## config.mk

```make
export PLATFORM = sky130hd
export DESIGN_NAME = regfile_operand_stage
export DESIGN_NICKNAME = d
export VERILOG_FILES = /design/src/rtl/regfile_operand_stage.sv
export SDC_FILE = /design/constraint.sdc
export NUM_CORES = 1
export LEC_CHECK = 0
export CELL_PAD_IN_SITES_DETAIL_PLACEMENT = 1
export CELL_PAD_IN_SITES_GLOBAL_PLACEMENT = 1
export CORE_MARGIN = 2
export CORE_UTILIZATION = 49
export CTS_BUF_LIST = sky130_fd_sc_hd__clkbuf_8
export DETAILED_ROUTE_END_ITERATION = 8
export GPL_TIMING_DRIVEN = 0
export HOLD_SLACK_MARGIN = 0.15
export PLACE_DENSITY = 0.8
export SLEW_MARGIN = 20
export SYNTH_ARGS = -nofsm -noshare
export SYNTH_HDL_FRONTEND = slang
export SYNTH_SLANG_ARGS = --single-unit
export TNS_END_PERCENT = 30
```

## constraint.sdc

```tcl
create_clock -name clk -period 2.5 [get_ports clk]
set_input_delay 0.5 -clock clk [delete_from_list [all_inputs] [get_ports clk]]
set_output_delay 0.5 -clock clk [all_outputs]
set_load 0.01 [all_outputs]
```

## src/rtl/regfile_operand_stage.sv

```systemverilog
// Operand-issue stage: register file, write-back bypass, busy scoreboard and
// a single registered output slot feeding the bitwise ALU over valid/ready.
module regfile_operand_stage #(
    parameter int WIDTH = 8,
    parameter int NREGS = 8,
    parameter int AW    = 3
) (
    input  logic             clk,
    input  logic             rst,
    input  logic             cmd_valid,
    output logic             cmd_ready,
    input  logic [AW-1:0]    cmd_rs1,
    input  logic [AW-1:0]    cmd_rs2,
    input  logic [AW-1:0]    cmd_rd,
    input  logic             cmd_oper,
    input  logic             wr_en,
    input  logic [AW-1:0]    wr_addr,
    input  logic [WIDTH-1:0] wr_data,
    output logic             out_valid,
    input  logic             out_ready,
    output logic [WIDTH-1:0] out_a,
    output logic [WIDTH-1:0] out_b,
    output logic             out_oper,
    output logic [AW-1:0]    out_rd
);

    logic [WIDTH-1:0] regs [NREGS];
    logic [NREGS-1:0] busy;

    logic             wr_live;
    logic             rs1_ready;
    logic             rs2_ready;
    logic             rd_ready;
    logic             stall;
    logic             accept;
    logic [WIDTH-1:0] rs1_value;
    logic [WIDTH-1:0] rs2_value;

    // Source readiness and bypassed operand values; register 0 is hardwired to zero
    always_comb begin
        wr_live   = wr_en && (wr_addr != '0);
        rs1_ready = (cmd_rs1 == '0) || !busy[cmd_rs1] || (wr_en && (wr_addr == cmd_rs1));
        rs2_ready = (cmd_rs2 == '0) || !busy[cmd_rs2] || (wr_en && (wr_addr == cmd_rs2));
        rd_ready  = (cmd_rd  == '0) || !busy[cmd_rd]  || (wr_en && (wr_addr == cmd_rd));
        stall     = cmd_valid && !(rs1_ready && rs2_ready && rd_ready);
        cmd_ready = !stall && (!out_valid || out_ready);
        accept    = cmd_valid && cmd_ready;

        rs1_value = regs[cmd_rs1];
        if (cmd_rs1 == '0) begin
            rs1_value = '0;
        end else if (wr_en && (wr_addr == cmd_rs1)) begin
            rs1_value = wr_data;
        end

        rs2_value = regs[cmd_rs2];
        if (cmd_rs2 == '0) begin
            rs2_value = '0;
        end else if (wr_en && (wr_addr == cmd_rs2)) begin
            rs2_value = wr_data;
        end
    end

    // Register file write port; register 0 is never written
    always_ff @(posedge clk) begin
        if (rst) begin
            for (int i = 0; i < NREGS; i++) begin
                regs[i] <= '0;
            end
        end else if (wr_live) begin
            regs[wr_addr] <= wr_data;
        end
    end

    // Busy scoreboard: write-back clears, accept sets, and set wins on the same register
    always_ff @(posedge clk) begin
        if (rst) begin
            busy <= '0;
        end else begin
            if (wr_live) begin
                busy[wr_addr] <= 1'b0;
            end
            if (accept && (cmd_rd != '0)) begin
                busy[cmd_rd] <= 1'b1;
            end
        end
    end

    // Output slot: load on accept, drop valid on drain, otherwise hold
    always_ff @(posedge clk) begin
        if (rst) begin
            out_valid <= 1'b0;
            out_a     <= '0;
            out_b     <= '0;
            out_oper  <= 1'b0;
            out_rd    <= '0;
        end else if (accept) begin
            out_valid <= 1'b1;
            out_a     <= rs1_value;
            out_b     <= rs2_value;
            out_oper  <= cmd_oper;
            out_rd    <= cmd_rd;
        end else if (out_ready) begin
            out_valid <= 1'b0;
        end
    end

endmodule

```

# Word-level counts from Yosys, hierarchy flattened
# Memories as Yosys holds them, arrays and structs flattened.
# Cells that the tools add are included.
# word_totals
wordCells,78
input_bits,26
mem_bits_rw,64
mem_count,1
output_inout_bits,22
ff_bits,29
# mem_list
memory,words,word_bits,read_ports,rd_clocked_by_memory_dff,write_ports,line,text
regs,8,8,2,0,8,27,logic [WIDTH-1:0] regs [NREGS];
# op_classes
muxes,27
eq_ne,3
n_bitwise,3
order_cmp,6
reduce_logical,32
# ops
operator,count
$mux W8,8
$lt A3 B4 Y1 const B,4
$mux W1,13
$logic_and A1 B1 Y1,12
$bmux W1 S3,3
$eq A3 B3 Y1,3
$logic_not A3 Y1,3
$and A8 B8 Y8,1
$not A8 Y8,1
$or A8 B8 Y8,1
$reduce_or A8 Y1,1
$logic_or A1 B1 Y1,7
$demux W1 S3,2
$ge A3 B1 Y1 const B,2
$logic_not A1 Y1,6
$reduce_bool A3 Y1,2
$mux W3,1
$reduce_bool A2 Y1,1

# Depth between registers and ports, before layout
# Gate-level depths: netlist of run 1.
# logic_depth
depth_word,14
mapped_depth,9

# Least setup slack after synthesis of run 1
# OpenSTA, ideal clock, no wires.
# synth_timing
kind,in2reg
from,input port cmd_rs2[0]
to,register out_b[7]
t_arrival_ps,2147
cell_stages,7
n_path_buf,3
t_required_ps,2379
setup_slack_ps,232
cell_sequence,buf_6 > buf_2 > buf_2 > mux4_2 > mux2i_1 > a21oi_1 > mux2_4
# synth_between
elab_chain_len,12
word_cells_on_any_way,18
# synth_rtl
element,line,text
start: declaration,13,"input logic [AW-1:0] cmd_rs2,"
$bmux W1 S3,43,rs2_ready = (cmd_rs2 == '0) || !busy[cmd_rs2] || (wr_en && (wr_addr == cmd_rs2));
$mux W1 (not written as such),43,
$logic_not A1 Y1,43,
$logic_or A1 B1 Y1 (2 in series),43,
$logic_and A1 B1 Y1 (2 in series),45,stall = cmd_valid && !(rs1_ready && rs2_ready && rd_ready);
$logic_not A1 Y1,45,
$logic_and A1 B1 Y1,45,
$logic_not A1 Y1,46,cmd_ready = !stall && (!out_valid || out_ready);
$logic_and A1 B1 Y1,46,
$logic_and A1 B1 Y1,47,accept = cmd_valid && cmd_ready;
end signal: assignment,100,out_b <= rs2_value;
end: declaration,22,"output logic [WIDTH-1:0] out_b,"
# Several ways; a longest one is shown, not always the timed one. The select of a mux whose other input is x is not followed.
# A chain may end at the register's enable or synchronous reset.

# Final worst setup path of run 1
# layout_timing
from,register busy[5]
to,output port cmd_ready
# layout_between
elab_chain_len,11
word_cells_on_any_way,21
# layout_rtl
element,line,text
start: declaration,28,logic [NREGS-1:0] busy;
start signal: assignment,78,busy <= '0;
start signal: indexed assignment,81,busy[wr_addr] <= 1'b0;
start signal: indexed assignment,84,busy[cmd_rd] <= 1'b1;
"$bmux W1 S3, on equally long branches","42, 43",
"$mux W1, on equally long branches","42, 43",
"$logic_not A1 Y1, on equally long branches","42, 43",
"$logic_or A1 B1 Y1, on equally long branches (2 in series)","42, 43",
$logic_and A1 B1 Y1,45,
$logic_and A1 B1 Y1 *,45,
$logic_not A1 Y1 *,45,
$logic_and A1 B1 Y1 *,45,
$logic_not A1 Y1 *,46,
$logic_and A1 B1 Y1 *,46,
end: declaration,11,"output logic cmd_ready,"
# Every way passes the cells marked *; elsewhere a longest branch is shown, timed or not. The select of a mux whose other input is x is not followed.

==> results of run 1 <==
## registers in the layout (all words and copies together), names as in the netlist
| name | count |
|---|---|
| regs | 64 |
| busy | 8 |
| out_a | 8 |
| out_b | 8 |
| out_rd | 3 |
| out_oper | 1 |
| out_valid | 1 |
## logic make-up (layout without fill, tap and decap cells)
logic type,after synthesis,after routing
mux,70,70
compound gates,59,59
simple gates,124,124
other cells,1,8
flops,93,93
xor+xnor,9,9
buf+inv,36,104
## final cells by class
type                    instances  area (um^2)  share of cell area (%)
multi-input cells             270         2430                    40.6
plain buffers                  27          180                    3.00
flip-flops and latches         93         2510                    41.8
well taps                     136          170                    2.84
clock buffers                   9          124                    2.06
repair buffers                 52          488                    8.13
inverters                       9         33.8                   0.563
clock inverters                 7         62.6                    1.04
## power by group through the flow
stage               registers [mW]  logic [mW]  clock network, mW
floorplan                     1.83       0.377                  0
global placement              1.82       0.593                  0
detailed placement            1.83       0.616                  0
CTS                           1.80       0.636               1.01
global route                  1.81       0.682               1.06
finish                        1.80       0.639               1.01
## through the flow
| stage | utilization, % | TNS (ns) | area [um^2] |
|---|---|---|---|
| global placement | 55.7 | -32.65 | 5670 |
| global route | 58.9 | -0.0239 | 6000 |
| CTS | 58.7 | 0 | 5980 |
| finish | 58.9 | 0 | 6000 |
| detailed placement | 56.1 | -17.94 | 5710 |
| floorplan | - | 0 | 5100 |
## placed cells by master (no fill, tap or decap), drive strengths merged, types with 2 or more instances in the layout
cell type	count
dlymetal6s2s	2
edfxtp	64
conb	8
nor2	14
nor2b	18
clkbuf	18
nand3	2
nor3	7
clkinv	2
nand4	3
mux2i	20
o21ai	25
a21oi	17
dlygate4sd2	3
and2	57
a32o	3
dfxtp	29
inv	14
nand2b	6
or3	2
mux4	34
mux2	16
o32ai	3
nand2	10
a31o	3
clkdlybuf4s50	33
o2111ai	2
xnor2	9
buf	31
## worst max-delay path: stages, from the launching register on
cell and delay (ns):
dfxtp_4 0.37, mux4_2 0.50, o2111ai_4 0.24, o21ai_4 0.10, o21ai_1 0.13, and2_1 0.12
buf_2 0.13
## repair_timing
item                       CTS  global route
hold endpoints to repair     0             0
setup buffers                6             2
pin swaps                    4             4
gates resized for setup     23             4
cloned                       0             0
setup endpoints to repair   29             1
## metal layers
metal / vias to the layer above / wire length, um / GRT usage (%)
met1: 1813 / 5610 / 34.0
met2: 142 / 7120 / 44.7
met5: - / 0 / 0
li1: 1600 / - / -
met4: 0 / 329 / 9.68
met3: 27 / 893 / 5.19
## worst paths after layout
| kind | from | end | slack, ns |
|---|---|---|---|
| max | busy[5] | cmd_ready | 0.04 |
| min | cmd_rd[2] | busy[6] | 0.45 |
| max reg2reg | busy[5] | out_oper | 0.26 |
| min reg2reg | out_oper | out_oper | 0.47 |
==> metrics.cfg, run 1 <==
[run_status]
status = finished clean

[power]
p_sw_mw = 0.993
powerDensity_nw_per_um2 = 574
pwr-share-seq_pct = 52.2
combPwrFrac_pct = 18.6
internal_power_mw = 2.45
swShare_pct = 28.8
clock_power_share_pct = 29.3
power.leakage_nw = 2.20
p_total_mw = 3.44
ir_drop_uv = 391

[grt]
grt_pass1_vias = 3816
antenna_found_initial = 0
grt-ovfl-total = 0
grt_usage_pct = 26.5
grt_pass1_wl_um = 21500
grt_max_degree = 19

[clock_network]
hold_buffers = 0
clock_sinks = 93
cts_buffer_depth = 2
cts_inserted_buffers = 9
cts_tree = done
clkLatencyLatePin_ns = 0.39
ctsRootBufferMaster = clkbuf_8
h-tree-depth = 3
cts.reportedPaths.clkPinSlew_ns = 0.10

[worst_setup_path]
worstSetupPathType = reg -> out
critPathArrivalTime_ns = 1.96
critPathCaptureType = output pin
crit_fanout = 3
startpoint_type = flip-flop
cp.required_ns = 2.00
r2r.worst_path.cells = 6

[floorplanning]
die-area_um2 = 11200
die_h_um = 106
coreArea_um2 = 10200
pin_count = 48
row_count = 37
die_x_um = 106
start_util_pct = 49.9

[placed_design]
gp_congestion = 0.914
hpwl_um = 10100
pre_cts_slack_ns = -1.04
place_inst = 579
io_buffer_count = 40

[synthesis]
synth.distinct_cells = 45
ys_seq_area_share_pct = 49.3
yosysMostFrequentCell = edfxtp_1
netlist_instances = 392
avgSynthCellArea_um2 = 13.0
synth_fa_ha_area_share_pct = 0
synth.largest_area_cell = edfxtp_1
synth_compound_area_share_pct = 7.64
synth-xor-area-share_pct = 1.55
syn_area_um2 = 5080
ys_top_cells_by_area = edfxtp_1, mux4_2, dfxtp_1
ys_ff_latch = 93
async_reset_ff_share_pct = 0
synth_top_cell_area_share_pct = 37.9
synthMuxAreaShare_pct = 23.5
synth-edff-count = 64
synth-simple-area-share_pct = 14.2
synth_top_family_by_area = multiplexers
synthTopCellsByCount = edfxtp_1, and2_1, mux4_2
yosys_warnings = 0
synthFlopType = edfxtp_1

[cells_and_area]
areaGrowthSynthToFinish_pct = 18.2
num_antenna_cells = 0
fin_cells = 603
final.fill_count = 1035
fin_nets = 488
layout-drive-gt1-share_pct = 22.9

[timing]
worst_slew_margin_rel_pct = 21.7
max_freq_mhz = 406
tightest_slew_ns = 1.17
finClkSkew_ns = 0.00961
hold_ws_ns = 0.449
finalHoldViolCount = 0
fin_crit_sh_pct = 98.4
rsz0062_at_grt = yes
drv_slew = 0
final.min_clock_period_ns = 2.46
setup_viol = 0
final.setup.worst_slack_ns = 0.0397

[run]
drv_cap = 0

[route]
remaining_drc_errors = 0
drt-initial-drc-count = 252
viasPerCell = 5.94
wire_per_inst_um = 23.1
final_antenna_net_count = 0
num_vias = 3582
wl_um = 13900
drtPass1Iterations = 5

[min_path]
min_path_cells = 3
hp-class = in -> reg

No activity file was read; power rests on OpenSTA's default activity.
==> run 2, diff against run 1 <==
--- a/config.mk
+++ b/config.mk
@@ -11,6 +11,7 @@
 export CORE_UTILIZATION = 49
 export CTS_BUF_LIST = sky130_fd_sc_hd__clkbuf_8
 export DETAILED_ROUTE_END_ITERATION = 8
+export GPL_ROUTABILITY_DRIVEN = 0
 export GPL_TIMING_DRIVEN = 0
 export HOLD_SLACK_MARGIN = 0.15
 export PLACE_DENSITY = 0.8
==> run 2 against run 1 <==
  * Wire length down 2.0%
  * Largest power group unchanged
  * Non-clock buffer count shrank 2
  * Clock power is 9% higher
  * Critical endpoint unchanged
  * Sequential share of layout area is essentially flat
==> metrics.cfg, run 2 (same netlist as run 1, synthesis figures left out) <==
[run_status]
status = finished clean

[clock_network]
ctsRootBufferMaster = clkbuf_8
cts.reportedPaths.clkPinSlew_ns = 0.09
cts_tree = done
clkLatencyLatePin_ns = 0.36
h-tree-depth = 3
cts_inserted_buffers = 9
clock_sinks = 93
cts_buffer_depth = 2

[power]
swShare_pct = 25.2
clock_power_share_pct = 31.3
p_sw_mw = 0.891
pwr-share-seq_pct = 50.9
p_total_mw = 3.53
powerDensity_nw_per_um2 = 590
power.leakage_nw = 2.20
internal_power_mw = 2.64
combPwrFrac_pct = 17.9
ir_drop_uv = 366

[placed_design]
place_inst = 579
io_buffer_count = 40
hpwl_um = 10000

[route]
met3_length_um = 866
drtPass1Iterations = 6
num_vias = 3554
viasPerCell = 5.91
met2_length_um = 6850
maxUsedRoutingLayer = met4
remaining_drc_errors = 0
final_antenna_net_count = 0
wl_um = 13700
wirelength_met1_um = 5760
drt-initial-drc-count = 301
wire_per_inst_um = 22.8

[timing]
max_freq_mhz = 415
finalHoldViolCount = 0
finClkSkew_ns = 0.0121
drv_slew = 0
tns_ns = 0
hold_ws_ns = 0.476
final.min_clock_period_ns = 2.41
fin_crit_sh_pct = 96.5
tightest_slew_ns = 1.05
worst_slew_margin_rel_pct = 29.7
setup_viol = 0

[cells_and_area]
regArea_um2 = 2510
final_common_cell = edfxtp_1
regMostFlops = regs
num_antenna_cells = 0
multiInputGateArea_um2 = 2420
largest_reg_flops = 64
final_cell_mix = edfxtp_1, and2_1, mux4_2
areaGrowthSynthToFinish_pct = 18.1
layout-drive-gt1-share_pct = 22.2
final.fill_count = 1037
fin_cells = 601
fin_nets = 486

[min_path]
min_from = busy[0]
hp-class = reg -> reg
hold_end = busy[0]
min_path_cells = 1

[worst_setup_path]
crit_fanout = 4
critPathArrivalTime_ns = 1.91
critPathCaptureType = output pin
worstSetupPathType = reg -> out
r2r.worst_path.cells = 6
worstReg2RegEnd = out_oper
r2r_slack_ns = 0.22
rr_startpoint = busy[5]
cp.required_ns = 2.00
startpoint_type = flip-flop

[grt]
grt_pass1_vias = 3702
antenna_found_initial = 0
grt_max_degree = 16
grt-ovfl-total = 0
grt_usage_pct = 25.8
grt_pass1_wl_um = 21400

[floorplanning]
pin_count = 48
row_count = 37
coreArea_um2 = 10200
die_h_um = 106
die-area_um2 = 11200
die_x_um = 106
start_util_pct = 49.9

[run]
drv_cap = 0

run 2: power by group through the flow:
| stage | clock [mW] | sequential [mW] | combinational, mW |
|---|---|---|---|
| after floorplan | 0 | 1.83 | 0.377 |
| after global placement | 0 | 1.82 | 0.590 |
| after detailed placement | 0 | 1.83 | 0.614 |
| after CTS | 1.13 | 1.80 | 0.632 |
| after global routing | 1.19 | 1.81 | 0.674 |
| final | 1.10 | 1.80 | 0.632 |
run 2: worst max path at each step:
stage	from	end	slack [ns]	depth (start not counted)
finish	busy[5]	cmd_ready	0.09	6
floorplan	cmd_rs2[0]	out_b[7]	0.23	7
global route	busy[5]	cmd_ready	-0.004	6
detailed placement	cmd_rs1[1]	cmd_ready	-0.97	8
global placement	cmd_rs1[1]	cmd_ready	-0.95	8
CTS	wr_en	cmd_ready	0.001	7
run 2: what timing repair did:
action,CTS,global route
gates resized for setup,18,6
endpoints found under the setup margin,29,1
pin swaps,3,2
setup buffers,7,0
hold buffers,0,0
hold endpoints to repair,0,0
run 2: metal layers:
metal,global-route usage [%],up-vias
li1,-,1596
met3,4.39,16
met4,7.05,0
met1,35.4,1797
met2,42.6,145
met5,0,-
run 2: worst max-delay path, stage by stage (launching register included):
cell       delay [ns]
dfxtp_4          0.37
mux4_2           0.48
o2111ai_2        0.22
o21ai_2          0.11
o21ai_1          0.13
and2_1           0.12
buf_2            0.12
run 2: final cells by class:
cell class	instances	area share [%]
inverters	9	0.564
clock buffers	10	2.30
repair buffers	51	7.95
clock inverters	6	1.34
well taps	136	2.84
multi-input cells	270	40.3
flip-flops and latches	93	41.8
plain buffers	26	2.88
run 2: stage by stage:
| step | util (%) | worst slack, ns | area, um^2 |
|---|---|---|---|
| after floorplan | - | 0.232 | 5100 |
| after global placement | 55.7 | -0.950 | 5670 |
| after detailed placement | 56.1 | -0.969 | 5710 |
| after CTS | 58.8 | 0.00107 | 5990 |
| after global routing | 58.9 | -0.00409 | 5990 |
| final | 58.9 | 0.0883 | 5990 |
